File: src/rtl/fetch_pkg.sv
// fetch_pkg: shared constants, queue entry type and PC helper for the fetch unit
package fetch_pkg;
    localparam int XLEN = 32;
    localparam int INST_W = 32;
    localparam int PC_INCR = 4;
    typedef struct packed {
        logic [XLEN-1:0] pc;
        logic [INST_W-1:0] inst;
    } fq_entry_t;
    function automatic logic [63:0] align_pc(input logic [63:0] pc);
        return {pc[63:2], 2'b00};
    endfunction
endpackage

File: src/rtl/fetch_queue.sv
// fetch_queue: synchronous FIFO of fetched entries; flush dominates push/pop
module fetch_queue import fetch_pkg::*; #(
    parameter int DEPTH = 4,
    parameter type T = fq_entry_t
) (
    input  logic                    clk,
    input  logic                    rst,
    input  logic                    push,
    input  logic                    pop,
    input  logic                    flush,
    input  T                        wdata,
    output T                        rdata,
    output logic [$clog2(DEPTH):0]  count,
    output logic                    full,
    output logic                    empty
);
    localparam int AW = $clog2(DEPTH);
    T mem [DEPTH];
    logic [AW-1:0] wp, rp;
    assign rdata = mem[rp];
    assign full = count == (AW+1)'(DEPTH);
    assign empty = count == '0;
    always_ff @(posedge clk) if (push) mem[wp] <= wdata;
    always_ff @(posedge clk) begin
        if (rst || flush) begin
            wp <= '0;
            rp <= '0;
            count <= '0;
        end else begin
            wp <= wp + AW'(push);
            rp <= rp + AW'(pop);
            count <= count + (AW+1)'(push) - (AW+1)'(pop);
        end
    end
endmodule

File: src/rtl/fetch_unit_q.sv
// fetch_unit_q: credit-limited sequential fetch with a decode queue, redirect flush and stale-response drop
module fetch_unit_q #(
    parameter int               XLEN     = fetch_pkg::XLEN,
    parameter int               INST_W   = fetch_pkg::INST_W,
    parameter logic [XLEN-1:0]  RESET_PC = '0,
    parameter int               FQ_DEPTH = 4
) (
    input  logic              i_clk,
    input  logic              i_rst,
    input  logic              stall_pc,
    input  logic              redirect_valid,
    input  logic [XLEN-1:0]   redirect_pc,
    output logic              imem_req_valid,
    input  logic              imem_req_ready,
    output logic [XLEN-1:0]   imem_req_addr,
    input  logic              imem_rsp_valid,
    input  logic [INST_W-1:0] imem_rsp_data,
    output logic              inst_valid,
    input  logic              inst_ready,
    output logic [INST_W-1:0] inst_data,
    output logic [XLEN-1:0]   inst_pc,
    output logic [XLEN-1:0]   prev_pc
);
    import fetch_pkg::*;
    localparam int CW = $clog2(FQ_DEPTH) + 1;
    typedef struct packed {
        logic [XLEN-1:0] pc;
        logic [INST_W-1:0] inst;
    } entry_t;
    logic [XLEN-1:0] fetch_pc, rsp_pc, target;
    logic [CW-1:0] outstanding, drop_cnt, q_count;
    logic credit_ok, req_fire, push, pop, q_full, q_empty;
    entry_t head, wr;
    assign target = XLEN'(align_pc(64'(redirect_pc)));
    assign credit_ok = ({1'b0, q_count} + {1'b0, outstanding}) < (CW+1)'(FQ_DEPTH);
    assign imem_req_valid = credit_ok && !stall_pc && !redirect_valid && !i_rst;
    assign imem_req_addr = fetch_pc;
    assign req_fire = imem_req_valid && imem_req_ready;
    assign push = imem_rsp_valid && drop_cnt == '0 && !redirect_valid && !i_rst;
    assign inst_valid = !q_empty && !redirect_valid && !i_rst;
    assign pop = inst_valid && inst_ready;
    assign inst_data = i_rst ? '0 : head.inst;
    assign inst_pc = i_rst ? '0 : head.pc;
    assign wr = '{pc: rsp_pc, inst: imem_rsp_data};
    fetch_queue #(.DEPTH(FQ_DEPTH), .T(entry_t)) u_fq (
        .clk(i_clk),
        .rst(i_rst),
        .push(push),
        .pop(pop),
        .flush(redirect_valid),
        .wdata(wr),
        .rdata(head),
        .count(q_count),
        .full(q_full),
        .empty(q_empty)
    );
    // a response arriving with a redirect belongs to the old stream, so it is dropped and not counted
    always_ff @(posedge i_clk) begin
        if (i_rst) begin
            fetch_pc <= RESET_PC;
            rsp_pc <= RESET_PC;
            outstanding <= '0;
            drop_cnt <= '0;
            prev_pc <= '0;
        end else if (redirect_valid) begin
            fetch_pc <= target;
            rsp_pc <= target;
            drop_cnt <= outstanding - CW'(imem_rsp_valid);
            outstanding <= outstanding - CW'(imem_rsp_valid);
        end else begin
            if (req_fire) fetch_pc <= fetch_pc + XLEN'(PC_INCR);
            if (push) rsp_pc <= rsp_pc + XLEN'(PC_INCR);
            if (imem_rsp_valid && drop_cnt != '0) drop_cnt <= drop_cnt - 1'b1;
            outstanding <= outstanding + CW'(req_fire) - CW'(imem_rsp_valid);
            if (pop) prev_pc <= inst_pc;
        end
    end
    always_ff @(posedge i_clk) if (!i_rst && !redirect_valid) assert (!(push && q_full && !pop));
endmodule

File: config.mk
export PLATFORM = sky130hd
export DESIGN_NAME = fetch_unit_q
export DESIGN_NICKNAME = d
export VERILOG_FILES = /design/src/rtl/fetch_pkg.sv /design/src/rtl/fetch_queue.sv /design/src/rtl/fetch_unit_q.sv
export SDC_FILE = /design/constraint.sdc
export NUM_CORES = 1
export LEC_CHECK = 0
export CAP_MARGIN = 25
export CORE_MARGIN = 10
export CORE_UTILIZATION = 25
export CTS_CLUSTER_DIAMETER = 60
export DETAILED_ROUTE_END_ITERATION = 16
export PLACE_DENSITY = 0.45
export SKIP_CTS_REPAIR_TIMING = 1
export SYNTH_ARGS = -nofsm -noshare
export SYNTH_HDL_FRONTEND = slang
export SYNTH_SLANG_ARGS = --single-unit
File: constraint.sdc
create_clock -name i_clk -period 7.68 [get_ports i_clk]
set_input_delay 1.536 -clock i_clk [delete_from_list [all_inputs] [get_ports i_clk]]
set_output_delay 1.536 -clock i_clk [all_outputs]
set_load 0.03 [all_outputs]
==> metrics, run 1 <==
Yosys warnings 0; horizontal die dimension 262 µm; area of the die around 69000 µm²; post-synth cell types 66; Port-buffer cells between 150 and 200; post-route ant nets 0; Crit Path Category in -> out; routed length per placed instance 19.7 µm; number of logic stages on the critical path including buffering 6; top-level port count 201; average via count per standard cell between 4 and 5; half-perimeter wire length after placement 26200 µm; TritonCTS clock tree built; min cycle time layout 5.09 ns; initial antenna violation count 1; source-to-sink clock delay at the later pin of the worst-skew pair roughly 0.55 ns; status completed; switching part of the total power 0.230; achievable frequency roughly 200 MHz; hold_sp prev_pc[29]; slew of the pin with the lowest slew margin 1.05 ns; Hold Path Depth 2; effective utilization at floorplan 0.253; fraction of layout cells with a size suffix above 1 0.133; TritonCTS Buffers 41; data arrival time of the critical path approximately 3.6 ns; count of nets after finishing 1313; maximum root-to-sink buffer count 3; count of TritonRoute iterations in the first routing pass 5; power per cell area approximately 230 nW/µm²; part of the total power dissipated in sequential elements 0.493; cell count after placement 1947; share of synthesized registers carrying an async set or reset 0; critical path endpoint category primary output; startpoint kind of the worst setup timing path primary input; Final Hold Fails 0; GRT Resource Usage Total 0.115; H-tree depth 2; Worst Hold Path EP prev_pc[29]; total wire length after detailed routing 39800 µm; combined area of all synthesized cells 14600 µm²; area overhead of the layout relative to synthesis 27.9%; row count 88; reg2reg start outstanding[2]; # setup viols final 0; number of cells on the worst reg-to-reg path 12; max-cap violations 0; maximum fanout encountered on the critical timing path 42; number of instances in the synthesized netlist 1033; Reg2Reg Setup Slack 3.96 ns; GP Congestion 0.743; violation count after the first detailed-route iteration about 560; total via count after detailed routing approximately 9100; wire length of the first global-routing pass just over 60000 µm; combinational share of power 0.070; number of global-route vias before repair roughly 9600; Congestion Overflow GR 0; most common flop cell mapped by yosys edfxtp_1; cell leakage power ~0.0059 µW; post-route DRC violation count 0; power consumption 4280 µW; worst path required time 6.14 ns; relative max-transition margin 0.301; Core Footprint 57800 µm²; path category of the worst min-delay check reg -> reg; clock network fraction of total power 0.437; Cell Chain, Critical Path clkdlybuf4s50_1 -> buf_4 -> nor2_1 -> buf_4 -> and3_1 -> clkdlybuf4s50_1; maximum clock skew at final layout 0.0140 ns; count of flip-flops with a built-in enable after synthesis 248; peak per-stage delay on the critical path 0.71 ns; final worst path period share 0.662; worst path bufs/invs 4; setup TNS after final layout 0 ns; clock transition at the registers of the reported paths about 0.06 ns; pin count of the biggest net entering global routing 83; average cell area after synthesis roughly 14 µm²; top cell family by delay on the critical path buffers and inverters; Final Non-Filler Cells 2024; origin of the worst setup path redirect_valid; final slew viol count 0; Root Buffer clkbuf_16; sink count of the clock tree around 350; vertical extent of the die 262 µm; terminus of the critical flop-to-flop path outstanding[2]; cell with the largest stage delay on the worst path clkdlybuf4s50_1; RSZ-0062 raised after global routing no; Cell Int Power 3300 µW; Seq cells post-synth approximately 350; antenna cells 0; maximum VDD drop 0.123 mV; sequential-to-total area share from yosys stat 0.651; sw power 984 µW
==> per-stage QoR <==
stage / worst slack (ns) / hold slack [ns] / util / instance area, µm²
2_1_floorplan: 0.461 / 0.481 / - / 14600
3_3_place_gp: 2.29 / 0.444 / 0.300 / 17300
3_5_place_dp: 2.33 / 0.448 / 0.300 / 17400
4_1_cts: 2.44 / 0.456 / 0.323 / 18700
5_1_grt: 2.33 / 0.469 / 0.323 / 18700
6_report: 2.59 / 0.453 / 0.323 / 18700
==> power groups by stage <==
stage          clock network (µW)  logic, µW  registers [µW]
2_1_floorplan                   0        153            2160
5_1_grt                      2020        329            2120
3_5_place_dp                    0        304            2150
3_3_place_gp                    0        302            2150
4_1_cts                      1940        306            2110
6_report                     1870        300            2110
==> worst register-to-register path: stages, from the launching register on <==
cell and delay (ns):
dfxtp_1 0.40, ha_1 0.26, nor4_2 0.23, and4_1 0.93, inv_4 0.26, ha_1 0.37, inv_1 0.04, ha_1 0.18
fa_1 0.38, xor2_1 0.15, o21ai_0 0.20, xnor2_1 0.14, nor2_1 0.05
==> how the worst max path moves through the flow <==
stage                           to  slack [ns]
floorplan           u_fq.mem[1][0]        0.46
global placement     u_fq.count[2]        2.29
detailed placement   u_fq.count[2]        2.33
CTS                     inst_pc[5]        2.44
global route            inst_pc[5]        2.33
finish              imem_req_valid        2.59
==> cell type report <==
type	instances	area, µm²
Fill cell	5730	39100
Sequential cell	351	9520
Multi-Input combinational cell	603	4750
Timing Repair Buffer	207	2090
Clock buffer	57	1140
Tap cell	765	957
Clock inverter	19	155
Inverter	22	85.1
==> registers in the layout (all words and copies together), names as in the netlist <==
register       flops
rsp_pc            30
drop_cnt           3
prev_pc           30
u_fq.count         3
u_fq.rp            2
u_fq.wp            2
imem_req_addr     30
outstanding        3
u_fq.mem         248
==> placed cells by master, fill, tap and decap left out, drive strengths merged, types with 20 or more instances in the layout <==
cell / instances
edfxtp: 248
clkdlybuf4s50: 191
nand2: 115
dfxtp: 103
a21oi: 64
nor2b: 63
mux4: 62
clkbuf: 57
nor2: 35
nand3: 29
inv: 22
nand4: 20
==> logic make-up after synthesis <==
logic type	share of synthesized area
compound gates	0.0624
xor+xnor	0.0192
other cells	0.000257
buf+inv	0.0270
mux	0.0993
fa+ha+maj	0.0147
simple gates	0.126
flops	0.651
==> cell usage after synthesis, types with 3 or more instances <==
master	number	share of area
edfxtp_1	248	0.51
nand2_1	114	0.029
dfxtp_1	103	0.14
a21oi_1	64	0.022
nor2b_1	63	0.027
mux4_2	62	0.096
clkbuf_1	33	0.0085
nor2_1	33	0.0085
nand3_1	28	0.0096
a31oi_1	19	0.0081
inv_1	19	0.0049
xnor2_1	19	0.011
buf_2	16	0.0055
nand4_1	15	0.0064
ha_1	14	0.012
xor2_1	13	0.0078
o21ai_0	11	0.0038
nor3_1	10	0.0034
and3_1	9	0.0039
buf_4	9	0.0046
or3_1	9	0.0039
and2_1	8	0.0034
and4_1	8	0.0048
o211ai_1	8	0.0041
a211oi_1	7	0.0036
a21boi_0	7	0.0036
nor4_2	5	0.0043
o22ai_1	5	0.0021
o311ai_0	5	0.0030
a21o_1	4	0.0021
nor3_2	4	0.0027
o21ai_1	4	0.0014
a311oi_1	3	0.0018
buf_6	3	0.0023
nand4_4	3	0.0044
or4_1	3	0.0015
==> routing by layer <==
metal | vias up | share of wire | GRT usage
met1 | 4554 | 0.46 | 0.157
met3 | 43 | 0.066 | 0.0292
met5 | - | 0 | 0
li1 | 4278 | - | -
met4 | 0 | 0.018 | 0.0337
met2 | 216 | 0.45 | 0.178
No activity file was read; power rests on OpenSTA's default activity.
==> run 2: changes to the inputs <==
clock period = 5.1 ns   (was 7.68 ns; I/O delays follow)
==> run 2 against run 1 <==
  * Sequential share of layout area down 0.51 points
  * Count of clock-buffer cells in the layout down 6
  * Cell area up 1.0%
  * First-iteration DRC count down 16%
  * Worst hold slack better by 0.0013 ns
  * Flip-flop and latch count unchanged
  * Core utilization up 0.33 points
  * Total power up 56%
  * Critical path type is now reg -> out
  * Highest routed layer is now met5
==> metrics, run 2 (synthesis gave the netlist of run 1 again) <==
achievable frequency around 250 MHz; maximum clock skew at final layout 0.0173 ns (was 0.0140 ns); Crit Path Category reg -> out (was in -> out); maximum VDD drop 0.207 mV (was 0.123 mV); horizontal die dimension 262 µm (unchanged); final worst path period share 0.800; total via count after detailed routing 9193 (was 9091); RSZ-0062 raised after global routing no (unchanged); Biggest register u_fq.mem (unchanged); status completed (unchanged); sw power 1540 µW (was 984 µW); final instance area 18900 µm² (was 18700 µm²); final slew viol count 0 (unchanged); startpoint kind of the worst setup timing path flop (was primary input); path category of the worst min-delay check reg -> reg (unchanged); Core Footprint 57800 µm² (unchanged); row count 88 (unchanged); most common library cell in the layout ignoring fill and taps edfxtp_1 (unchanged); hold_sp prev_pc[12] (was prev_pc[29]); Placement Cell Area 17400 µm² (about the same); setup TNS after final layout 0 ns (unchanged); worst path bufs/invs 2 (was 4); post-route ant nets 0 (unchanged); initial antenna violation count 2 (was 1); peak per-stage delay on the critical path 0.75 ns (was 0.71 ns); maximum fanout encountered on the critical timing path 27 (was 42); TritonCTS clock tree built (unchanged); sink count of the clock tree 351 (unchanged); combinational share of power 0.068 (was 0.070); # setup viols final 0 (unchanged); area of the die 68500 µm² (unchanged); data arrival time of the critical path 3.06 ns (was 3.55 ns); cell with the largest stage delay on the worst path dfxtp_4 (was clkdlybuf4s50_1); vertical extent of the die 262 µm (unchanged); routed length per placed instance 19.9 µm (was 19.7 µm); post-route DRC violation count 0 (unchanged); slew of the pin with the lowest slew margin 0.656 ns (was 1.05 ns); violation count after the first detailed-route iteration 466 (was 556); Cell Int Power 5160 µW (was 3300 µW); count of filler cells inserted in the layout 5740 (was 5730); maximum root-to-sink buffer count 3 (unchanged); Congestion Overflow GR 0 (unchanged); worst path required time 4.08 ns (was 6.14 ns); origin of the worst setup path u_fq.rp[0] (was redirect_valid); count of nets after finishing 1317 (was 1313); reg2reg start outstanding[2] (unchanged); wire length of the first global-routing pass 60600 µm (was 60400 µm); area overhead of the layout relative to synthesis 29.2% (was 27.9%); min cycle time layout 4.08 ns; cell leakage power 0.00598 µW (was 0.00590 µW); Final Hold Fails 0 (unchanged); part of the total power dissipated in sequential elements 0.475 (was 0.493); power per cell area 355 nW/µm² (was 229 nW/µm²); H-tree depth 2 (unchanged); Port-buffer cells 192 (unchanged); fraction of layout cells with a size suffix above 1 0.140 (was 0.133); GP Congestion 0.752 (was 0.743); GRT Resource Usage Total 0.116 (was 0.115); critical path endpoint category primary output (unchanged); average via count per standard cell 4.53 (was 4.49); total wire length after detailed routing 40400 µm (was 39800 µm); Root Buffer clkbuf_16 (unchanged); clock transition at the registers of the reported paths 0.06 ns (about the same); effective utilization at floorplan 0.253 (unchanged); pin count of the biggest net entering global routing 63 (was 83); top-level port count 201 (unchanged); relative max-transition margin 0.561 (was 0.301); max-cap violations 0 (unchanged); top cell family by delay on the critical path buffers and inverters (unchanged); number of global-route vias before repair 9381 (was 9551); TritonCTS Buffers 43 (was 41); switching part of the total power 0.230 (about the same); half-perimeter wire length after placement 26200 µm (about the same); source-to-sink clock delay at the later pin of the worst-skew pair 0.56 ns (was 0.55 ns); Cell Chain, Critical Path buf_4 -> mux4_2 -> nor2b_1 -> clkdlybuf4s50_1 (was clkdlybuf4s50_1 -> buf_4 -> nor2_1 -> buf_4 -> and3_1 -> clkdlybuf4s50_1); commonest cells after routing, fill and taps aside edfxtp_1, clkdlybuf4s50_1, nand2_1 (unchanged); clock network fraction of total power 0.457 (was 0.437); count of TritonRoute iterations in the first routing pass 5 (unchanged); max reg flops 248 (unchanged)
-- run 2: cell count changes in the layout (fill, tap and decap cells not counted), moves of 3 or more --
cell / delta
clkinvlp_4: -3
bufinv_16: +3
clkinv_1: +5
clkbuf_1: -7
buf_12: +5
clkinv_4: +3
-- run 2: worst reg2reg max path: stages (launching register included) --
cell and delay (ns):
dfxtp_1 0.40, ha_1 0.26, nor4_2 0.23, and4_1 0.31, inv_4 0.13, ha_1 0.30
inv_1 0.04, ha_1 0.18, fa_1 0.38, xor2_1 0.15, o21ai_0 0.20, xnor2_1 0.14
nor2_1 0.05
-- run 2: path summary, 6_finish.rpt --
| check | cells after the start | slack, ns | to |
|---|---|---|---|
| worst max-delay path | 4 | 1.02 | inst_pc[27] |
| worst min-delay path | 2 | 0.45 | prev_pc[12] |
| worst max register to register | 12 | 2.20 | outstanding[2] |
| worst min register to register | 2 | 0.45 | prev_pc[12] |
-- run 2: final cells by class --
| type | instances | area, µm² | area share |
|---|---|---|---|
| antenna | 1 | 2.50 | 0.000133 |
| sequential | 351 | 9520 | 0.504 |
| timing repair buffer | 209 | 2120 | 0.112 |
| clock buffer | 51 | 1140 | 0.0602 |
| inverter | 22 | 85.1 | 0.00451 |
| multi-input combinational | 603 | 4760 | 0.252 |
| clock inverter | 29 | 297 | 0.0157 |
| tap | 765 | 957 | 0.0507 |
-- run 2: metrics by stage --
stage | hold slack [ns] | cells | worst slack [ns] | utilization | total power (µW)
final | 0.454 | 2031 | 1.02 | 0.327 | 6700
after global routing | 0.479 | 2030 | 0.816 | 0.327 | 6950
after detailed placement | 0.448 | 1950 | 1.22 | 0.302 | 3700
after CTS | 0.456 | 2030 | 0.889 | 0.327 | 6810
after global placement | 0.441 | 1950 | 1.24 | 0.302 | 3700
after floorplan | 0.481 | 1038 | 0.280 | - | 3480
-- run 2: power by group through the flow --
| stage | sequential (µW) | clock, µW | combinational, µW |
|---|---|---|---|
| detailed placement | 3240 | 0 | 463 |
| global route | 3190 | 3270 | 497 |
| floorplan | 3250 | 0 | 230 |
| finish | 3180 | 3070 | 455 |
| CTS | 3180 | 3160 | 464 |
| global placement | 3240 | 0 | 459 |
-- run 2: layer usage --
| metal | global-route usage | part of all wire |
|---|---|---|
| met4 | 0.0319 | 0.018 |
| met5 | 0 | 0.00049 |
| met1 | 0.155 | 0.46 |
| met2 | 0.183 | 0.46 |
| met3 | 0.0292 | 0.069 |
